$ cat src/rtl/freq_meter_pkg.sv
// Shared types and helpers for the zero-crossing frequency meter.
package freq_meter_pkg;

   typedef enum logic {
      LOW  = 1'b0,
      HIGH = 1'b1
   } schmitt_state_t;

   // Increment that sticks at 2^width-1; callers cast the result to their own width.
   function automatic logic [31:0] sat_inc(input logic [31:0] value, input int unsigned width);
      logic [31:0] max_v;
      max_v = (32'd1 << width) - 32'd1;
      return (value >= max_v) ? max_v : value + 32'd1;
   endfunction

endpackage

$ cat src/rtl/freq_meter_schmitt_trigger.sv
// Hysteretic zero-crossing detector; rise is a combinational strobe on the accepting edge.
// state | meaning
// LOW   | last qualified excursion was at or below -HYST (or reset)
// HIGH  | last qualified excursion was at or above +HYST
module schmitt_trigger
   import freq_meter_pkg::*;
#(
   parameter int DW   = 10,
   parameter int HYST = 16
) (
   input  logic                 clk,
   input  logic                 rst,
   input  logic                 en,
   input  logic signed [DW-1:0] in,
   output schmitt_state_t       state,
   output logic                 rise
);

   localparam logic signed [DW-1:0] HI_TH = DW'(HYST);
   localparam logic signed [DW-1:0] LO_TH = -HI_TH;

   schmitt_state_t state_q, state_d;

   always_ff @(posedge clk or negedge rst) begin
      if (!rst) state_q <= LOW;
      else      state_q <= state_d;
   end

   always_comb begin
      state_d = state_q;
      rise    = 1'b0;
      if (en) begin
         case (state_q)
            LOW: begin
               if (in >= HI_TH) begin
                  state_d = HIGH;
                  rise    = 1'b1;
               end
            end
            HIGH: begin
               if (in <= LO_TH) state_d = LOW;
            end
            default: state_d = LOW;
         endcase
      end
   end

   assign state = state_q;

endmodule

$ cat src/rtl/freq_meter.sv
// Gated rising-crossing counter with period measurement and saturation flag.
// Define FREQ_METER_PEAK_EN to add the per-gate peak |in| output.
module freq_meter
   import freq_meter_pkg::*;
#(
   parameter int DW   = 10,
   parameter int HYST = 16,
   parameter int GATE = 3000,
   parameter int CW   = 16
) (
   input  logic                 clk,
   input  logic                 rst,
   input  logic                 en,
   input  logic signed [DW-1:0] in,
   output logic [CW-1:0]        count,
   output logic [CW-1:0]        period,
   output logic                 valid,
`ifdef FREQ_METER_PEAK_EN
   output logic [DW-2:0]        peak,
`endif
   output logic                 ovf
);

   localparam int              GW        = $clog2(GATE);
   localparam logic [GW-1:0]   GATE_LAST = GW'(GATE - 1);
   localparam logic [CW-1:0]   CW_MAX    = '1;

   schmitt_state_t schmitt_state;
   logic           rise, rise_evt, gate_end, cnt_sat, per_sat;
   logic [CW-1:0]  run_inc, per_inc;

   logic [GW-1:0]  gate_cnt_q, gate_cnt_d;
   logic [CW-1:0]  run_cnt_q, run_cnt_d;
   logic [CW-1:0]  per_cnt_q, per_cnt_d;
   logic           run_ovf_q, run_ovf_d;
   logic           have_prev_q, have_prev_d;
   logic [CW-1:0]  count_q, count_d;
   logic [CW-1:0]  period_q, period_d;
   logic           valid_q, valid_d;
   logic           ovf_q, ovf_d;

   schmitt_trigger #(.DW(DW), .HYST(HYST)) u_schmitt (
      .clk   (clk),
      .rst   (rst),
      .en    (en),
      .in    (in),
      .state (schmitt_state),
      .rise  (rise)
   );

   assign rise_evt = rise && (schmitt_state == LOW);
   assign gate_end = en && (gate_cnt_q == GATE_LAST);
   assign run_inc  = rise_evt ? CW'(sat_inc(32'(run_cnt_q), CW)) : run_cnt_q;
   assign per_inc  = CW'(sat_inc(32'(per_cnt_q), CW));
   assign cnt_sat  = rise_evt && (run_cnt_q == CW_MAX);
   assign per_sat  = en && (per_cnt_q == CW_MAX);

   always_comb begin
      gate_cnt_d  = gate_cnt_q;
      run_cnt_d   = run_cnt_q;
      per_cnt_d   = per_cnt_q;
      run_ovf_d   = run_ovf_q;
      have_prev_d = have_prev_q;
      count_d     = count_q;
      period_d    = period_q;
      ovf_d       = ovf_q;
      valid_d     = 1'b0;
      if (en) begin
         per_cnt_d = per_inc;
         if (rise_evt) begin
            per_cnt_d   = '0;
            have_prev_d = 1'b1;
            if (have_prev_q) period_d = per_inc;
         end
         // The closing edge's event and saturation belong to the result being latched.
         if (gate_end) begin
            count_d    = run_inc;
            ovf_d      = run_ovf_q | cnt_sat | per_sat;
            valid_d    = 1'b1;
            gate_cnt_d = '0;
            run_cnt_d  = '0;
            run_ovf_d  = 1'b0;
         end else begin
            gate_cnt_d = gate_cnt_q + GW'(1);
            run_cnt_d  = run_inc;
            run_ovf_d  = run_ovf_q | cnt_sat | per_sat;
         end
      end
   end

   always_ff @(posedge clk or negedge rst) begin
      if (!rst) begin
         gate_cnt_q  <= '0;
         run_cnt_q   <= '0;
         per_cnt_q   <= '0;
         run_ovf_q   <= 1'b0;
         have_prev_q <= 1'b0;
         count_q     <= '0;
         period_q    <= '0;
         valid_q     <= 1'b0;
         ovf_q       <= 1'b0;
      end else begin
         gate_cnt_q  <= gate_cnt_d;
         run_cnt_q   <= run_cnt_d;
         per_cnt_q   <= per_cnt_d;
         run_ovf_q   <= run_ovf_d;
         have_prev_q <= have_prev_d;
         count_q     <= count_d;
         period_q    <= period_d;
         valid_q     <= valid_d;
         ovf_q       <= ovf_d;
      end
   end

   assign count  = count_q;
   assign period = period_q;
   assign valid  = valid_q;
   assign ovf    = ovf_q;

`ifdef FREQ_METER_PEAK_EN
   logic [DW-1:0] neg_in;
   logic [DW-2:0] mag;
   logic [DW-2:0] peak_run_q, peak_run_d;
   logic [DW-2:0] peak_q, peak_d;

   // Most negative sample has no positive twin; clamp it to the largest magnitude.
   always_comb begin
      neg_in = -in;
      if (!in[DW-1])          mag = in[DW-2:0];
      else if (neg_in[DW-1])  mag = '1;
      else                    mag = neg_in[DW-2:0];
   end

   always_comb begin
      peak_run_d = peak_run_q;
      peak_d     = peak_q;
      if (en) begin
         if (gate_end) begin
            peak_d     = (mag > peak_run_q) ? mag : peak_run_q;
            peak_run_d = '0;
         end else if (mag > peak_run_q) begin
            peak_run_d = mag;
         end
      end
   end

   always_ff @(posedge clk or negedge rst) begin
      if (!rst) begin
         peak_run_q <= '0;
         peak_q     <= '0;
      end else begin
         peak_run_q <= peak_run_d;
         peak_q     <= peak_d;
      end
   end

   assign peak = peak_q;
`endif

endmodule

$ cat config.mk
export PLATFORM = sky130hd
export DESIGN_NAME = freq_meter
export DESIGN_NICKNAME = d
export VERILOG_FILES = /design/src/rtl/freq_meter_pkg.sv /design/src/rtl/freq_meter_schmitt_trigger.sv /design/src/rtl/freq_meter.sv
export SDC_FILE = /design/constraint.sdc
export NUM_CORES = 1
export LEC_CHECK = 0
export ABC_AREA = 1
export ABC_CLOCK_PERIOD_IN_PS = 3800
export CORE_UTILIZATION = 61
export DETAILED_ROUTE_END_ITERATION = 7
export MAX_ROUTING_LAYER = met4
export PLACE_DENSITY_LB_ADDON = 0.2
export SYNTH_ARGS = -nofsm -noshare
export SYNTH_HDL_FRONTEND = slang
export SYNTH_SLANG_ARGS = --single-unit
$ cat constraint.sdc
create_clock -name clk -period 3.8 [get_ports clk]
set_input_delay 0.76 -clock clk [delete_from_list [all_inputs] [get_ports clk]]
set_output_delay 0.76 -clock clk [all_outputs]
set_load 0.1 [all_outputs]
==> results.py, run 1 <==
metrics = {
    "logic_synthesis": {
        "synthesis.area_sq_um": 4370,
        "dominantRegCellSynth": "dfrtp_1",
        "synth-edff-count": 0,
        "async_reset_ff_share_pct": 100,
        "syn-num-nets": 585,
        "ys_seq_area_share_pct": 46.4,
        "yosysTopAreaCell": "dfrtp_1",
        "synth_top_area_share_pct": 46.4,
        "ys_ff_latch": 81,
        "yosysUniqueCellTypes": 40,
        "ys_warn_count": 0,
        "postSynthAreaPerCell_sq_um": 7.68,
        "synth_area_leaders": "dfrtp_1 46%, nand2_1 18%, inv_1 4.3%",
        "synthCells": 569,
    },
    "sta": {
        "worst_pin_slew_ns": 1.01,
        "drv_slew": 0,
        "fin_setup_tns_ns": 0,
        "rsz0062_at_grt": "no",
        "max_slew_margin_pct": 32.4,
        "finClkSkew_ns": 0.0130,
        "setup_viol_count_final": 0,
        "finalCriticalPeriod_ns": 2.63,
        "fmax_ghz": 0.380,
        "period_share_pct": 69.3,
        "setup_ws_ns": 1.17,
        "hold_viol": 0,
    },
    "placed_design": {
        "hpwl_um": 6810,
        "port_buffers": 46,
        "place_inst": 701,
        "pre_cts_ws_ns": 1.04,
        "place_congestion": 0.887,
    },
    "cts": {
        "cts-root-buf": "clkbuf_8",
        "clkSlewWorstSetupHoldPaths_ns": 0.08,
        "clock_path_buffers": 2,
        "clk_latency_ns": 0.36,
        "cts_max_level": 3,
        "numCtsBuffers": 9,
        "cts_resized": 0,
        "cts_sinks": 81,
        "cts_tree": "built",
        "post_cts_buffers": 0,
        "hold_buffers": 0,
    },
    "die": {
        "core-area_sq_um": 6870,
        "num_rows": 30,
        "initial_core_util_pct": 63.6,
        "ios": 47,
        "die_height_um": 86.6,
        "die_w_um": 86.6,
        "fp.dieArea_sq_um": 7500,
    },
    "detailed_routing": {
        "num_vias": 3886,
        "ant_nets": 0,
        "first_iter_violations": 173,
        "dr.pass1.iters": 5,
        "wl_per_cell_um": 13.6,
        "drc": 0,
        "drt-total-wl_um": 9740,
        "routed_via_density": 5.42,
    },
    "setup_path": {
        "path_class": "register to primary output",
        "path_buf_inv": 1,
        "cpPeakStageDelay_ns": 1.14,
        "cp_max_fo": 2,
        "crit_path_cell_trace": "clkdlybuf4s50_1",
        "critPathTopFamily": "buffers and inverters",
        "crit_slowest_cell": "clkdlybuf4s50_1",
        "worst_ep_arrival_time_ns": 1.87,
        "critPathCaptureType": "primary output",
        "critPathLaunchType": "register",
        "cp_data_required_time_ns": 3.04,
    },
    "global_route": {
        "antenna_found_initial": 0,
        "grt_pass1_vias": 3763,
        "grt_overflow": 0,
        "grtUsageTotal_pct": 30.0,
        "grt_max_degree": 82,
        "grt_pass1_wl_um": 17000,
    },
    "finish": {
        "syn2layout_area_growth_pct": 17.0,
        "fillerInstances": 558,
        "nets": 632,
        "antennaDiodeCount": 0,
        "final_cell_mix": "208 x nand2_1, 81 x dfrtp_1, 50 x inv_1, 45 x clkdlybuf4s50_1, 40 x nor2_1",
        "stdcell_count": 717,
        "utilization_pct": 74.4,
        "drive_gt1_share_pct": 10.5,
        "final_common_cell": "nand2_1",
    },
    "power": {
        "cellLeakagePower_nw": 2.56,
        "ir_drop_uv": 277,
        "p_total_mw": 2.61,
        "powerDensity_nw_per_um2": 511,
    },
    "run_status": {
        "status": "finished, final reports clean",
    },
    "run": {
        "cap_violations": 0,
    },
    "min_path": {
        "min_path_type": "register to register",
    },
}
[stage by stage]
| step | instance area (sq um) | hold slack, ns |
|---|---|---|
| 2_1_floorplan | 4370 | 0.422 |
| 3_3_place_gp | 4880 | 0.436 |
| 3_5_place_dp | 4880 | 0.446 |
| 4_1_cts | 5110 | 0.466 |
| 5_1_grt | 5110 | 0.495 |
| 6_report | 5110 | 0.464 |
[synthesized netlist by cell type, types with 4 or more instances]
master	count
a21oi_1	12
buf_2	5
buf_6	4
clkbuf_1	4
dfrtp_1	81
inv_1	50
inv_2	13
nand2_1	208
nand3_1	35
nand3b_1	4
nand4_1	10
nor2_1	40
nor2_2	8
nor3_1	7
nor3_2	7
o21ai_0	20
o21ai_1	15
xor2_1	8
[flip-flops by register name, indices dropped and copies added (netlist names)]
name	cells
run_cnt_q	16
per_cnt_q	16
valid	1
ovf	1
gate_cnt_q	12
run_ovf_q	1
count	16
have_prev_q	1
period	16
u_schmitt.state	1
[routing by layer]
layer	part of all wire, %	up-vias	track usage [%]
met5	0	-	-
met2	52	107	51.6
met4	1.9	0	11.5
met1	42	1847	35.6
li1	-	1904	-
met3	4.0	28	4.48
[power breakdown]
group	switching, mW	internal [mW]
clock	0.326	0.390
combinational	0.570	0.212
sequential	0.127	0.984
[worst paths after layout]
path,start,endpoint,slack [ns],cells after the start
max,period[9],period[9],1.17,1
min,have_prev_q,have_prev_q,0.46,2
max in group asynchronous,rst,run_cnt_q[13],2.58,1
min reg2reg,have_prev_q,have_prev_q,0.46,2
max reg2reg,u_schmitt.state,period[7],1.98,8
min in group asynchronous,rst,gate_cnt_q[6],0.55,1
[cell families (layout without fill, tap and decap cells)]
| family | Yosys count | after routing | share of synthesized area, % |
|---|---|---|---|
| simple gates | 336 | 336 | 35.6 |
| flops | 81 | 81 | 46.4 |
| buf+inv | 80 | 132 | 7.85 |
| compound gates | 60 | 60 | 7.50 |
| xor+xnor | 9 | 9 | 1.80 |
| fa+ha+maj | 3 | 3 | 0.859 |
[final cells by class]
cell class                 count  area, sq um  area share (%)
timing repair buffer          50          488            9.55
sequential                    81         2030            39.7
inverter                      66          250            4.90
multi-input combinational    408         2000            39.1
clock inverter                 6         90.1            1.76
clock buffer                  10          138            2.69
tap                           96          120            2.35
Power figures use the tool's default switching activity.
==> inputs of run 2 (changes only) <==
- ABC_CLOCK_PERIOD_IN_PS: 3800 -> 2150
- CORE_UTILIZATION: 61 -> 51
- clock period: 3.8 -> 2.15 ns (I/O delays scaled with it)
==> results.py, run 2 (synthesized netlist as in run 1, its figures left out) <==
metrics = {
    "detailed_routing": {
        "ant_nets": 0,
        "drc": 0,
        "dr.pass1.iters": 5,
        "drt-total-wl_um": 9580,
        "num_vias": 3808,
        "wl_per_cell_um": 13.0,
        "first_iter_violations": 207,
        "routed_via_density": 5.17,
    },
    "sta": {
        "max_slew_margin_pct": 59.6,
        "finClkSkew_ns": 0.00476,
        "worst_pin_slew_ns": 0.606,
        "setup_ws_ns": 0.432,
        "fmax_ghz": 0.582,
        "drv_slew": 0,
        "finalCriticalPeriod_ns": 1.72,
        "period_share_pct": 79.9,
        "fin_setup_tns_ns": 0,
        "rsz0062_at_grt": "no",
        "setup_viol_count_final": 0,
        "hold_viol": 0,
    },
    "setup_path": {
        "critPathLaunchType": "register",
        "crit_slowest_cell": "dfrtp_1",
        "critPathTopFamily": "simple AND/OR/NAND/NOR gates",
        "crit_path_cell_trace": "ha_1 -> inv_1 -> nor2_1 -> nand2_1 -> nor2_1 -> o21bai_1 -> nand2_1 -> nand2_1 -> nand2_1",
        "crit_path_frequent_cell": "nand2_1",
        "cpPeakStageDelay_ns": 0.46,
        "cp_data_required_time_ns": 2.44,
        "worst_ep_arrival_time_ns": 2.01,
        "cp_max_fo": 7,
        "path_class": "register to register",
        "path_buf_inv": 1,
        "critPathCaptureType": "register",
    },
    "die": {
        "die_height_um": 94.5,
        "num_rows": 33,
        "core-area_sq_um": 8260,
        "fp.dieArea_sq_um": 8940,
        "ios": 47,
        "die_w_um": 94.5,
        "initial_core_util_pct": 52.9,
    },
    "cts": {
        "clock_path_buffers": 2,
        "clkSlewWorstSetupHoldPaths_ns": 0.08,
        "post_cts_buffers": 0,
        "clk_latency_ns": 0.35,
        "cts_resized": 0,
        "cts_sinks": 81,
        "cts_max_level": 3,
        "cts-root-buf": "clkbuf_8",
        "cts_tree": "built",
        "numCtsBuffers": 9,
    },
    "run_status": {
        "status": "finished, final reports clean",
    },
    "placed_design": {
        "hpwl_um": 7030,
        "port_buffers": 46,
        "place_congestion": 0.886,
        "pre_cts_ws_ns": 0.0996,
    },
    "finish": {
        "nets": 642,
        "drive_gt1_share_pct": 17.0,
        "syn2layout_area_growth_pct": 16.9,
        "antennaDiodeCount": 0,
        "final_cell_mix": "208 x nand2_1, 81 x dfrtp_1, 50 x inv_1, 45 x buf_4, 40 x nor2_1",
        "final_common_cell": "nand2_1",
    },
    "global_route": {
        "grt_pass1_vias": 3657,
        "grt_max_degree": 38,
        "grt_pass1_wl_um": 16200,
        "grtUsageTotal_pct": 23.9,
        "grt_overflow": 0,
        "antenna_found_initial": 0,
    },
    "power": {
        "powerDensity_nw_per_um2": 857,
        "p_total_mw": 4.38,
        "ir_drop_uv": 318,
        "cellLeakagePower_nw": 2.66,
    },
    "run": {
        "cap_violations": 0,
    },
    "min_path": {
        "min_path_type": "register to register",
    },
}
==> run 2: cell count changes in the layout (fill, tap and decap cells not counted), sizes merged <==
cell and change:
bufinv -2, buf +43, dlygate4sd3 +1, clkbuf +2, clkdlybuf4s50 -34
==> run 2: metal layers <==
layer / up-vias / GRT usage, % / routed length (um)
met5: - / - / 0
met4: 0 / 8.71 / 149
met3: 14 / 3.14 / 373
met2: 83 / 37.4 / 4480
met1: 1791 / 32.0 / 4580
li1: 1920 / - / -
==> run 2: repair_timing <==
item	in CTS	in global routing
endpoints found under the hold margin	23	0
setup endpoints to repair	0	0
hold buffers	1	0
==> run 2: final cells by class <==
class                           instances  area [sq um]
Timing Repair Buffer                   60           518
Clock buffer                           12           155
Sequential cell                        81          2030
Clock inverter                          4          26.3
Multi-Input combinational cell        408          2000
Inverter                               66           250
Fill cell                             765          3150
Tap cell                              105           131
==> run 2: through the flow <==
stage,cells,area [sq um],utilization (%),hold slack (ns)
2_1_floorplan,569,4370,-,0.134
3_3_place_gp,719,4910,59.5,0.361
3_5_place_dp,719,4910,59.5,0.362
4_1_cts,736,5110,61.8,0.457
5_1_grt,736,5110,61.8,0.499
6_report,736,5110,61.8,0.456
==> run 2: worst reg2reg max path, cell delays in order (launching register included) <==
cell and delay (ns):
dfrtp_1 0.46, ha_1 0.21, inv_1 0.06, nor2_1 0.18
nand2_1 0.15, nor2_1 0.28, o21bai_1 0.14, nand2_1 0.08
nand2_1 0.05, nand2_1 0.06
==> run 2: final timing paths <==
check | start | to | slack (ns) | cells after the start
worst max register to register | run_cnt_q[0] | count[8] | 0.43 | 9
worst min register to register | have_prev_q | have_prev_q | 0.46 | 2
worst min-delay path | have_prev_q | have_prev_q | 0.46 | 2
max in group asynchronous | rst | period[8] | 1.03 | 3
min in group asynchronous | rst | gate_cnt_q[6] | 0.52 | 2
worst max-delay path | run_cnt_q[0] | count[8] | 0.43 | 9
==> run 2: power by group <==
part           switching [mW]  internal [mW]
Clock                   0.558          0.484
Sequential              0.221           1.74
Combinational            1.01          0.367
Total                    1.79           2.59
==> inputs of run 3 (changes only) <==
- ABC_CLOCK_PERIOD_IN_PS: 2150 -> 1400
- clock period: 2.15 -> 1.4 ns (I/O delays scaled with it)
==> results.py, run 3 (synthesized netlist as in run 1, its figures left out) <==
metrics = {
    "setup_path": {
        "path_class": "register to register",
        "ff2ff_setup_slack_ns": -0.34,
        "r2r-start": "gate_cnt_q[0]",
        "cpPeakStageDelay_ns": 0.39,
        "crit_path_cell_trace": "ha_2 -> inv_2 -> nor3_2 -> nand4_2 -> nor2_4 -> buf_12 -> clkbuf_16 -> a31oi_1",
        "rr_worst_depth": 8,
        "critPathCaptureType": "register",
        "critPathLaunchType": "register",
        "worst_ep_arrival_time_ns": 1.99,
        "crit_slowest_cell": "dfrtp_1",
        "r2r-end": "run_cnt_q[3]",
        "cp_data_required_time_ns": 1.65,
        "cp_max_fo": 7,
    },
    "global_route": {
        "antenna_found_initial": 0,
        "grt_pass1_vias": 4335,
        "grt_pass1_wl_um": 20700,
        "grt_overflow": 0,
        "grt_max_degree": 82,
        "grtUsageTotal_pct": 31.5,
    },
    "finish": {
        "nets": 724,
        "final_cell_mix": "157 x nand2_1, 80 x dfrtp_1, 67 x buf_4, 44 x inv_1, 44 x buf_12",
        "syn2layout_area_growth_pct": 59.2,
        "drive_gt1_share_pct": 43.1,
        "antennaDiodeCount": 0,
        "final_common_cell": "nand2_1",
    },
    "sta": {
        "setup_ws_ns": -0.339,
        "finalCriticalPeriod_ns": 1.74,
        "whs_ns": 0.380,
        "max_slew_margin_pct": 70.4,
        "fmax_ghz": 0.575,
        "period_share_pct": 124,
        "hold_viol": 0,
        "setup_viol_count_final": 77,
        "rsz0062_at_grt": "yes",
        "drv_slew": 0,
        "worst_pin_slew_ns": 0.443,
        "finClkSkew_ns": 0.00767,
    },
    "power": {
        "p_total_mw": 8.58,
        "cellLeakagePower_nw": 3.49,
        "powerDensity_nw_per_um2": 1230,
        "ir_drop_uv": 1090,
    },
    "cts": {
        "cts_tree": "built",
        "clkSlewWorstSetupHoldPaths_ns": 0.09,
        "clk_latency_ns": 0.37,
        "cts_max_level": 3,
        "numCtsBuffers": 9,
        "cts-root-buf": "clkbuf_8",
        "clock_path_buffers": 2,
        "cts_sinks": 81,
    },
    "placed_design": {
        "place_congestion": 0.850,
        "hpwl_um": 7630,
        "port_buffers": 46,
    },
    "detailed_routing": {
        "wl_per_cell_um": 19.4,
        "dr.pass1.iters": 5,
        "ant_nets": 0,
        "first_iter_violations": 453,
        "drt-total-wl_um": 15900,
        "drc": 0,
        "num_vias": 4776,
        "routed_via_density": 5.84,
    },
    "run": {
        "cap_violations": 0,
    },
    "die": {
        "fp.dieArea_sq_um": 8940,
        "initial_core_util_pct": 52.9,
        "ios": 47,
        "core-area_sq_um": 8260,
        "num_rows": 33,
        "die_w_um": 94.5,
        "die_height_um": 94.5,
    },
    "min_path": {
        "hold_start": "in[4]",
        "hold_end": "u_schmitt.state",
        "hold_depth": 5,
        "min_path_type": "input port to register",
    },
    "run_status": {
        "violations": "setup timing",
        "status": "complete, but fails checks",
    },
}
## run 3: cell count changes in the layout (fill, tap and decap cells not counted), sizes merged, moves of 3 or more
cell	before	now
buf	48	125
clkdlybuf4s50	11	5
dlygate4sd2	0	3
dlymetal6s2s	0	3
## run 3: report_power, final
part	total, mW	switching (mW)	internal [mW]
clock network	1.84	0.918	0.923
registers	3.08	0.402	2.68
logic	3.66	2.20	1.46
total	8.58	3.52	5.06
## run 3: how the worst max path moves through the flow
stage | startpoint | endpoint | slack [ns] | cells past startpoint
global route | gate_cnt_q[0] | run_cnt_q[3] | -0.38 | 8
CTS | per_cnt_q[0] | period[7] | -0.13 | 9
finish | gate_cnt_q[0] | run_cnt_q[3] | -0.34 | 8
detailed placement | en | run_ovf_q | -0.52 | 10
floorplan | run_cnt_q[0] | count[8] | -0.007 | 9
global placement | en | period[8] | -0.41 | 8
## run 3: what timing repair did
action / in CTS / in global routing
setup endpoints to repair: 71 / 79
resized for setup: 68 / 130
pin swaps: 27 / 59
buffers inserted: 14 / 25
cloned: 6 / 1
hold endpoints to repair: 81 / 0
hold buffers: 1 / 0
## run 3: per-stage QoR
stage / TNS [ns] / instances / cell area, sq um / setup WS (ns) / utilization, %
detailed placement: -32.09 / 761 / 5700 / -0.521 / 69.0
CTS: -5.47 / 798 / 6320 / -0.126 / 76.6
global placement: -25.56 / 761 / 5700 / -0.406 / 69.0
floorplan: -0.00735 / 569 / 4380 / -0.00735 / -
finish: -15.35 / 818 / 6950 / -0.339 / 84.2
global route: -21.14 / 818 / 6950 / -0.377 / 84.2
## run 3: area by class of cell
type | count | area (sq um)
clock inverters | 4 | 51.3
fillers | 421 | 1310
multi-input cells | 409 | 2560
inverters | 66 | 273
clock buffers | 12 | 155
repair buffers | 138 | 1720
repair inverters | 3 | 33.8
well taps | 105 | 131
flip-flops and latches | 81 | 2030
## run 3: worst max-delay path: cells and delay by family, from the launching register on
kind,cells,cell delay [ns]
and+or+nand+nor,3,0.60
DFF,1,0.39
buffers and inverters,3,0.36
adders and majority gates,1,0.21
AOI/OAI and AO/OA,1,0.06
## run 3: per-layer routing
layer  global-route usage [%]  vias to the layer above  part of all wire (%)
li1                         -                     2087                     -
met1                     38.8                     2305                    37
met2                     50.8                      280                    51
met3                     6.68                      104                   6.5
met4                     12.4                        0                   5.5
met5                        -                        -                     0
